<file path="src/rtl/mips_dmem_mmio.sv">
// Data-side memory responder: word RAM plus a small MMIO block.
// The MMIO block holds a cycle counter, a one-shot timer with an IRQ flag and a transmit FIFO.
// Ports:
//   clk, reset (async, active-low)
//   memwrite, addr, writedata, readdata: core memory-stage access
//   out_valid, out_data, out_ready: FIFO drain handshake
//   irq: timer_done flag
module mips_dmem_mmio #(
    parameter int DEPTH      = 64,
    parameter int FIFO_DEPTH = 4
) (
    input  logic        clk,
    input  logic        reset,
    input  logic        memwrite,
    input  logic [31:0] addr,
    input  logic [31:0] writedata,
    output logic [31:0] readdata,
    output logic        out_valid,
    output logic [31:0] out_data,
    input  logic        out_ready,
    output logic        irq
);

    localparam int AW = $clog2(DEPTH);
    localparam int PW = $clog2(FIFO_DEPTH);

    logic [31:0]   ram [DEPTH];
    logic [31:0]   fifoMem [FIFO_DEPTH];
    logic [PW-1:0] rdPtr, wrPtr;
    logic [PW:0]   count;
    logic [31:0]   cycleCnt, timerVal;
    logic          timerDone, overflow;

    logic          isMmio;
    logic [3:0]    regSel;
    logic [AW-1:0] wordIdx;
    logic          ramWr, wrTimer, wrStatus, wrTx;
    logic          fifoEmpty, fifoFull;
    logic          push, pop, ovfSet, expire;
    logic [4:0]    count5;
    logic [31:0]   statusWord;
    logic          unusedBits;

    assign isMmio  = addr[31];
    assign regSel  = addr[5:2];
    assign wordIdx = addr[AW+1:2];

    assign ramWr    = memwrite && !isMmio;
    assign wrTimer  = memwrite && isMmio && (regSel == 4'h1);
    assign wrStatus = memwrite && isMmio && (regSel == 4'h2);
    assign wrTx     = memwrite && isMmio && (regSel == 4'h3);

    assign fifoEmpty = (count == '0);
    assign fifoFull  = (count == (PW+1)'(FIFO_DEPTH));

    // A pop frees the head slot in the same edge, so a push while full
    // is accepted when the consumer is draining.
    assign pop    = !fifoEmpty && out_ready;
    assign push   = wrTx && (!fifoFull || pop);
    assign ovfSet = wrTx && fifoFull && !pop;
    assign expire = !wrTimer && (timerVal == 32'd1);

    assign count5     = 5'(count);
    assign statusWord = {23'd0, count5, fifoFull, fifoEmpty,
                         overflow, timerDone};

    assign out_valid = !fifoEmpty;
    assign out_data  = fifoMem[rdPtr];
    assign irq       = timerDone;

    assign unusedBits = ^{addr[30:6], addr[1:0]};

    always_comb begin
        readdata = 32'd0;
        if (!isMmio) begin
            readdata = ram[wordIdx];
        end else begin
            case (regSel)
                4'h0:    readdata = cycleCnt;
                4'h1:    readdata = timerVal;
                4'h2:    readdata = statusWord;
                default: readdata = 32'd0;
            endcase
        end
    end

    // Storage arrays carry no reset; validity comes from the pointers.
    always_ff @(posedge clk) begin
        if (ramWr) begin
            ram[wordIdx] <= writedata;
        end
        if (push) begin
            fifoMem[wrPtr] <= writedata;
        end
    end

    always_ff @(posedge clk or negedge reset) begin
        if (!reset) begin
            cycleCnt  <= 32'd0;
            timerVal  <= 32'd0;
            timerDone <= 1'b0;
            overflow  <= 1'b0;
            rdPtr     <= '0;
            wrPtr     <= '0;
            count     <= '0;
        end else begin
            cycleCnt <= cycleCnt + 32'd1;

            if (wrTimer) begin
                timerVal <= writedata;
            end else if (timerVal != 32'd0) begin
                timerVal <= timerVal - 32'd1;
            end

            // Setting beats a same-cycle W1C.
            if (expire) begin
                timerDone <= 1'b1;
            end else if (wrStatus && writedata[0]) begin
                timerDone <= 1'b0;
            end

            if (ovfSet) begin
                overflow <= 1'b1;
            end else if (wrStatus && writedata[1]) begin
                overflow <= 1'b0;
            end

            if (push) begin
                wrPtr <= wrPtr + 1'b1;
            end
            if (pop) begin
                rdPtr <= rdPtr + 1'b1;
            end
            count <= count + (PW+1)'(push) - (PW+1)'(pop);
        end
    end

endmodule

</file>
<file path="config.mk">
export PLATFORM = sky130hd
export DESIGN_NAME = mips_dmem_mmio
export DESIGN_NICKNAME = d
export VERILOG_FILES = /design/src/rtl/mips_dmem_mmio.sv
export SDC_FILE = /design/constraint.sdc
export NUM_CORES = 2
export LEC_CHECK = 0
export BUFFER_PORTS_ARGS = -buffer_cell sky130_fd_sc_hd__buf_4
export CAP_MARGIN = 30
export CELL_PAD_IN_SITES_DETAIL_PLACEMENT = 2
export CELL_PAD_IN_SITES_GLOBAL_PLACEMENT = 2
export CORE_MARGIN = 3
export CORE_UTILIZATION = 50
export CTS_CLUSTER_DIAMETER = 50
export DETAILED_ROUTE_END_ITERATION = 8
export GPL_ROUTABILITY_DRIVEN = 0
export PLACE_DENSITY = 0.81
export SLEW_MARGIN = 30
export SYNTH_ARGS = -nofsm -noshare
export SYNTH_HDL_FRONTEND = slang
export SYNTH_SLANG_ARGS = --single-unit
</file>
<file path="constraint.sdc">
create_clock -name clk -period 7.3 [get_ports clk]
set_input_delay 0 -clock clk [delete_from_list [all_inputs] [get_ports clk]]
set_output_delay 0 -clock clk [all_outputs]
set_load 0.01 [all_outputs]
</file>
==> results of run 1 <==
[stage by stage]
stage                   setup slack [ns]  cells
after global placement              3.20   6347
after floorplan                     3.06   4036
[cells by family after synthesis]
group / Yosys count
compound gates: 340
xor+xnor: 48
fa+ha+maj: 10
buf+inv: 239
flops: 2249
mux: 650
simple gates: 500
==> impl_metrics.env, run 1 <==
export IMPL_synth_area_mux_share_pct=15.2
export IMPL_synth_area_per_cell_um2=21.5
export IMPL_initial_core_util_pct=50.5
export IMPL_synth_distinct_cells=67
export IMPL_yosysMostFrequentCell="edfxtp_1"
export IMPL_synth_nets=4114
export IMPL_synthXorXnorAreaFrac_pct=0.484
export IMPL_die_x_um=423
export IMPL_synth_top_cell_by_area="edfxtp_1"
export IMPL_error_line="[ERROR DPL-0033] detailed placement checks failed during check placement."
export IMPL_synthesis_area_mm2=0.0868
export IMPL_synthTopCellsByArea="edfxtp_1 75%, mux4_2 14%, dfrtp_1 2.1%"
export IMPL_synth_edf_count=2176
export IMPL_io_buffers=108
export IMPL_die_y_um=423
export IMPL_ys_warnings_count=0
export IMPL_status="stopped before the end"
export IMPL_synth_simple_area_share_pct=2.84
export IMPL_synthFlopType="edfxtp_1"
export IMPL_seq_area_frac_synth_pct=77.4
export IMPL_async_flop_share_pct=3.25
export IMPL_synth_top_family_by_area="multiplexers"
export IMPL_synthAdderAreaFrac_pct=0.153
export IMPL_pin_count=134
export IMPL_synth_compound_area_share_pct=2.81
export IMPL_synth_top_area_share_pct=75.2
export IMPL_ys_ff_latch=2249
export IMPL_hpwl_um=190000
export IMPL_lastStage="detailed placement (3_5_place_dp)"
export IMPL_synth_cells=4036
export IMPL_synth_common_cells="2176 x edfxtp_1, 530 x mux4_2, 146 x nor2_1"
export IMPL_rows=152
==> inputs of run 2 (changes only) <==
CELL_PAD_IN_SITES_DETAIL_PLACEMENT = not set   (was 2)
CELL_PAD_IN_SITES_GLOBAL_PLACEMENT = not set   (was 2)
CORE_UTILIZATION = 35   (was 50)
CTS_CLUSTER_DIAMETER = not set   (was 50)
PLACE_DENSITY = not set   (was 0.81)
PLACE_DENSITY_LB_ADDON = 0.15   (was not set)
==> run 2 against run 1 <==
  * The flow now finishes without violations
  * Area after synthesis stayed put
  * Synthesized cell count is the same
==> impl_metrics.env, run 2 <==
export IMPL_holdCritPathClass="in -> reg"
export IMPL_layout_common_cells="2176 x edfxtp_1, 530 x mux4_2, 235 x clkbuf_16"
export IMPL_grt_use_total_pct=19.6
export IMPL_status="finished, final reports clean"
export IMPL_finalWirelength_um=252000
export IMPL_cts_resized=0
export IMPL_vias_per_cell=5.46
export IMPL_setup_tns_ns=0
export IMPL_route_vias_total=42800
export IMPL_startpoint_type="input pin"
export IMPL_hold_buffers=40
export IMPL_synth_top_family_by_area="multiplexers"
export IMPL_ys_warnings_count=0
export IMPL_synthAdderAreaFrac_pct=0.153
export IMPL_powerDensity_mw_per_mm2=276
export IMPL_die_area_mm2=0.254
export IMPL_cp_slowest_cell="or4_1"
export IMPL_drcViolationCount=0
export IMPL_rows=182
export IMPL_synth_area_per_cell_um2=21.5
export IMPL_drt_iter0_markers=4103
export IMPL_die_x_um=504
export IMPL_clock_latency_ns=0.85
export IMPL_regMostFlops="ram"
export IMPL_synth_top_cell_by_area="edfxtp_1"
export IMPL_synth_area_mux_share_pct=15.2
export IMPL_top_regs="ram x2048, fifoMem x128"
export IMPL_clock_root_buffer="clkbuf_16"
export IMPL_initial_core_util_pct=35.2
export IMPL_synth_top_area_share_pct=75.2
export IMPL_worst_slew_pin_slew_ns=1.04
export IMPL_fillers=21900
export IMPL_cpLargestDelayFamily="buffers and inverters"
export IMPL_postCtsSetupBuffers=0
export IMPL_holdWs_ns=0.0775
export IMPL_antenna_left=0
export IMPL_yosysMostFrequentCell="edfxtp_1"
export IMPL_critPathMaxStageDelay_ns=0.73
export IMPL_synthFlopType="edfxtp_1"
export IMPL_critPathMaxFanout=50
export IMPL_grt_overflow=0
export IMPL_setup_worst_path_start="addr[3]"
export IMPL_synth_simple_area_share_pct=2.84
export IMPL_hold_viol_final=0
export IMPL_io_buffers=108
export IMPL_pin_count=134
export IMPL_setup_slack_ns=3.13
export IMPL_hpwl_um=143000
export IMPL_die_y_um=504
export IMPL_place_area_mm2=0.0925
export IMPL_first_global_vias=44100
export IMPL_design_area_mm2=0.100
export IMPL_finalClockSkew_ns=0.0127
export IMPL_ys_ff_latch=2249
export IMPL_power_leakage_nw=31.3
export IMPL_synthXorXnorAreaFrac_pct=0.484
export IMPL_synth_compound_area_share_pct=2.81
export IMPL_rsz0062_at_grt="false"
export IMPL_clkSlewWorstSetupHoldPaths_ns=0.06
export IMPL_setup_violations_final=0
export IMPL_syn_to_final_growth_pct=15.4
export IMPL_path_cells="buf_8, buf_4, or2_2, buf_4, nor2_1, buf_4, a22oi_1, o211ai_1, or4_1, buf_4"
export IMPL_cts_htree_levels=4
export IMPL_synth_edf_count=2176
export IMPL_nNetsFinal=4400
export IMPL_synthTopCellsByArea="edfxtp_1 75%, mux4_2 14%, dfrtp_1 2.1%"
export IMPL_drv_cap=0
export IMPL_r2r_start="timerVal[18]"
export IMPL_wl_per_cell_um=32.2
export IMPL_mostFrequentLayoutCell="edfxtp_1"
export IMPL_grt_pass1_wl_um=354000
export IMPL_core_area_mm2=0.246
export IMPL_slew_viol_final=0
export IMPL_arrival_ns=4.17
export IMPL_setup_worst_path_end_class="output pin"
export IMPL_max_slew_margin_pct=30.6
export IMPL_critPathBufInv=5
export IMPL_largest_reg_flops=2048
export IMPL_hold_path_startpoint="writedata[20]"
export IMPL_async_flop_share_pct=3.25
export IMPL_synth_cells=4036
export IMPL_period_needed_ns=4.17
export IMPL_cpMostUsedCell="buf_4"
export IMPL_worstSetupPathType="in -> out"
export IMPL_synth_distinct_cells=67
export IMPL_fmax_ghz=0.240
export IMPL_place_ws_ns=3.14
export IMPL_cts_sinks=2249
export IMPL_synthesis_area_mm2=0.0868
export IMPL_drive_above_1_share_pct=26.8
export IMPL_synth_common_cells="2176 x edfxtp_1, 530 x mux4_2, 146 x nor2_1"
export IMPL_finalCritPeriodShare_pct=57.1
export IMPL_grt_max_degree=106
export IMPL_cts_buffer_depth=3
export IMPL_drt_pre_antenna_iters=5
export IMPL_seq_area_frac_synth_pct=77.4
export IMPL_antenna_found_initial=27
export IMPL_numCtsBuffers=231
export IMPL_vdd_ir_drop_max_mv=0.233
export IMPL_critPathRequiredTime_ns=7.30
export IMPL_synth_nets=4114
export IMPL_cts_tree="yes"
run 2: cell counts after synthesis:
Identical to the previous run, type by type.
run 2: path summary, 6_finish.rpt:
check | endpoint | slack [ns] | cells past startpoint
worst min-delay path | fifoMem[2][20] | 0.08 | 2
max in group asynchronous | cycleCnt[23] | 5.76 | 5
worst max-delay path | readdata[20] | 3.13 | 10
worst min register to register | cycleCnt[31] | 0.48 | 1
min in group asynchronous | rdPtr[1] | 0.59 | 4
worst max register to register | timerVal[3] | 3.78 | 5
run 2: final cells by class:
cell class	count	area, µm²	share of cell area [%]
inverter	15	57.6	0.0574
tap	3312	4140	4.14
clock buffer	307	6210	6.20
timing repair buffer	277	2480	2.48
sequential	2249	67200	67.0
clock inverter	121	888	0.887
antenna	12	30.0	0.0300
multi-input combinational	1548	19200	19.2
run 2: metal layers:
layer	routed length [µm]	part of all wire, %	GRT usage, %	vias up
met1	111000	44	27.9	23600
met2	123000	49	32.0	1225
met3	13700	5.4	3.43	312
li1	-	-	-	17600
met4	4330	1.7	3.80	8
met5	50	0.020	0	-
run 2: metrics by stage:
step	power [mW]	utilization, %	instances
after floorplan	15.7	-	4036
after global placement	16.7	37.5	7351
after detailed placement	16.7	37.5	7356
after CTS	28.0	40.6	7824
after global routing	28.6	40.6	7830
final	27.6	40.7	7841
run 2: cells by family (layout without fill, tap and decap cells):
family                   count (synthesis)  after routing
other                                    0             12
AO/OA/AOI/OAI                          340            340
buffers and inverters                  239            720
AND/OR/NAND/NOR                        500            500
adder cells (fa/ha/maj)                 10             10
multiplexers                           650            650
flip-flops                            2249           2249
XOR/XNOR                                48             48
run 2: where the power goes:
part           leakage, nW  switching [mW]  total, mW  internal [mW]
logic                 7.32            1.18       1.99          0.813
clock network         3.49            4.90       11.2           6.32
registers             20.5           0.124       14.4           14.3
total                 31.3            6.20       27.6           21.4
run 2: worst reg2reg max path: stages, from the launching register on:
cell	delay (ns)
dfrtp_1	0.47
or4_1	0.63
or4_1	0.65
or4_1	0.93
nor2_4	0.55
nor4_1	0.13
(Power assumes the default switching activity.)
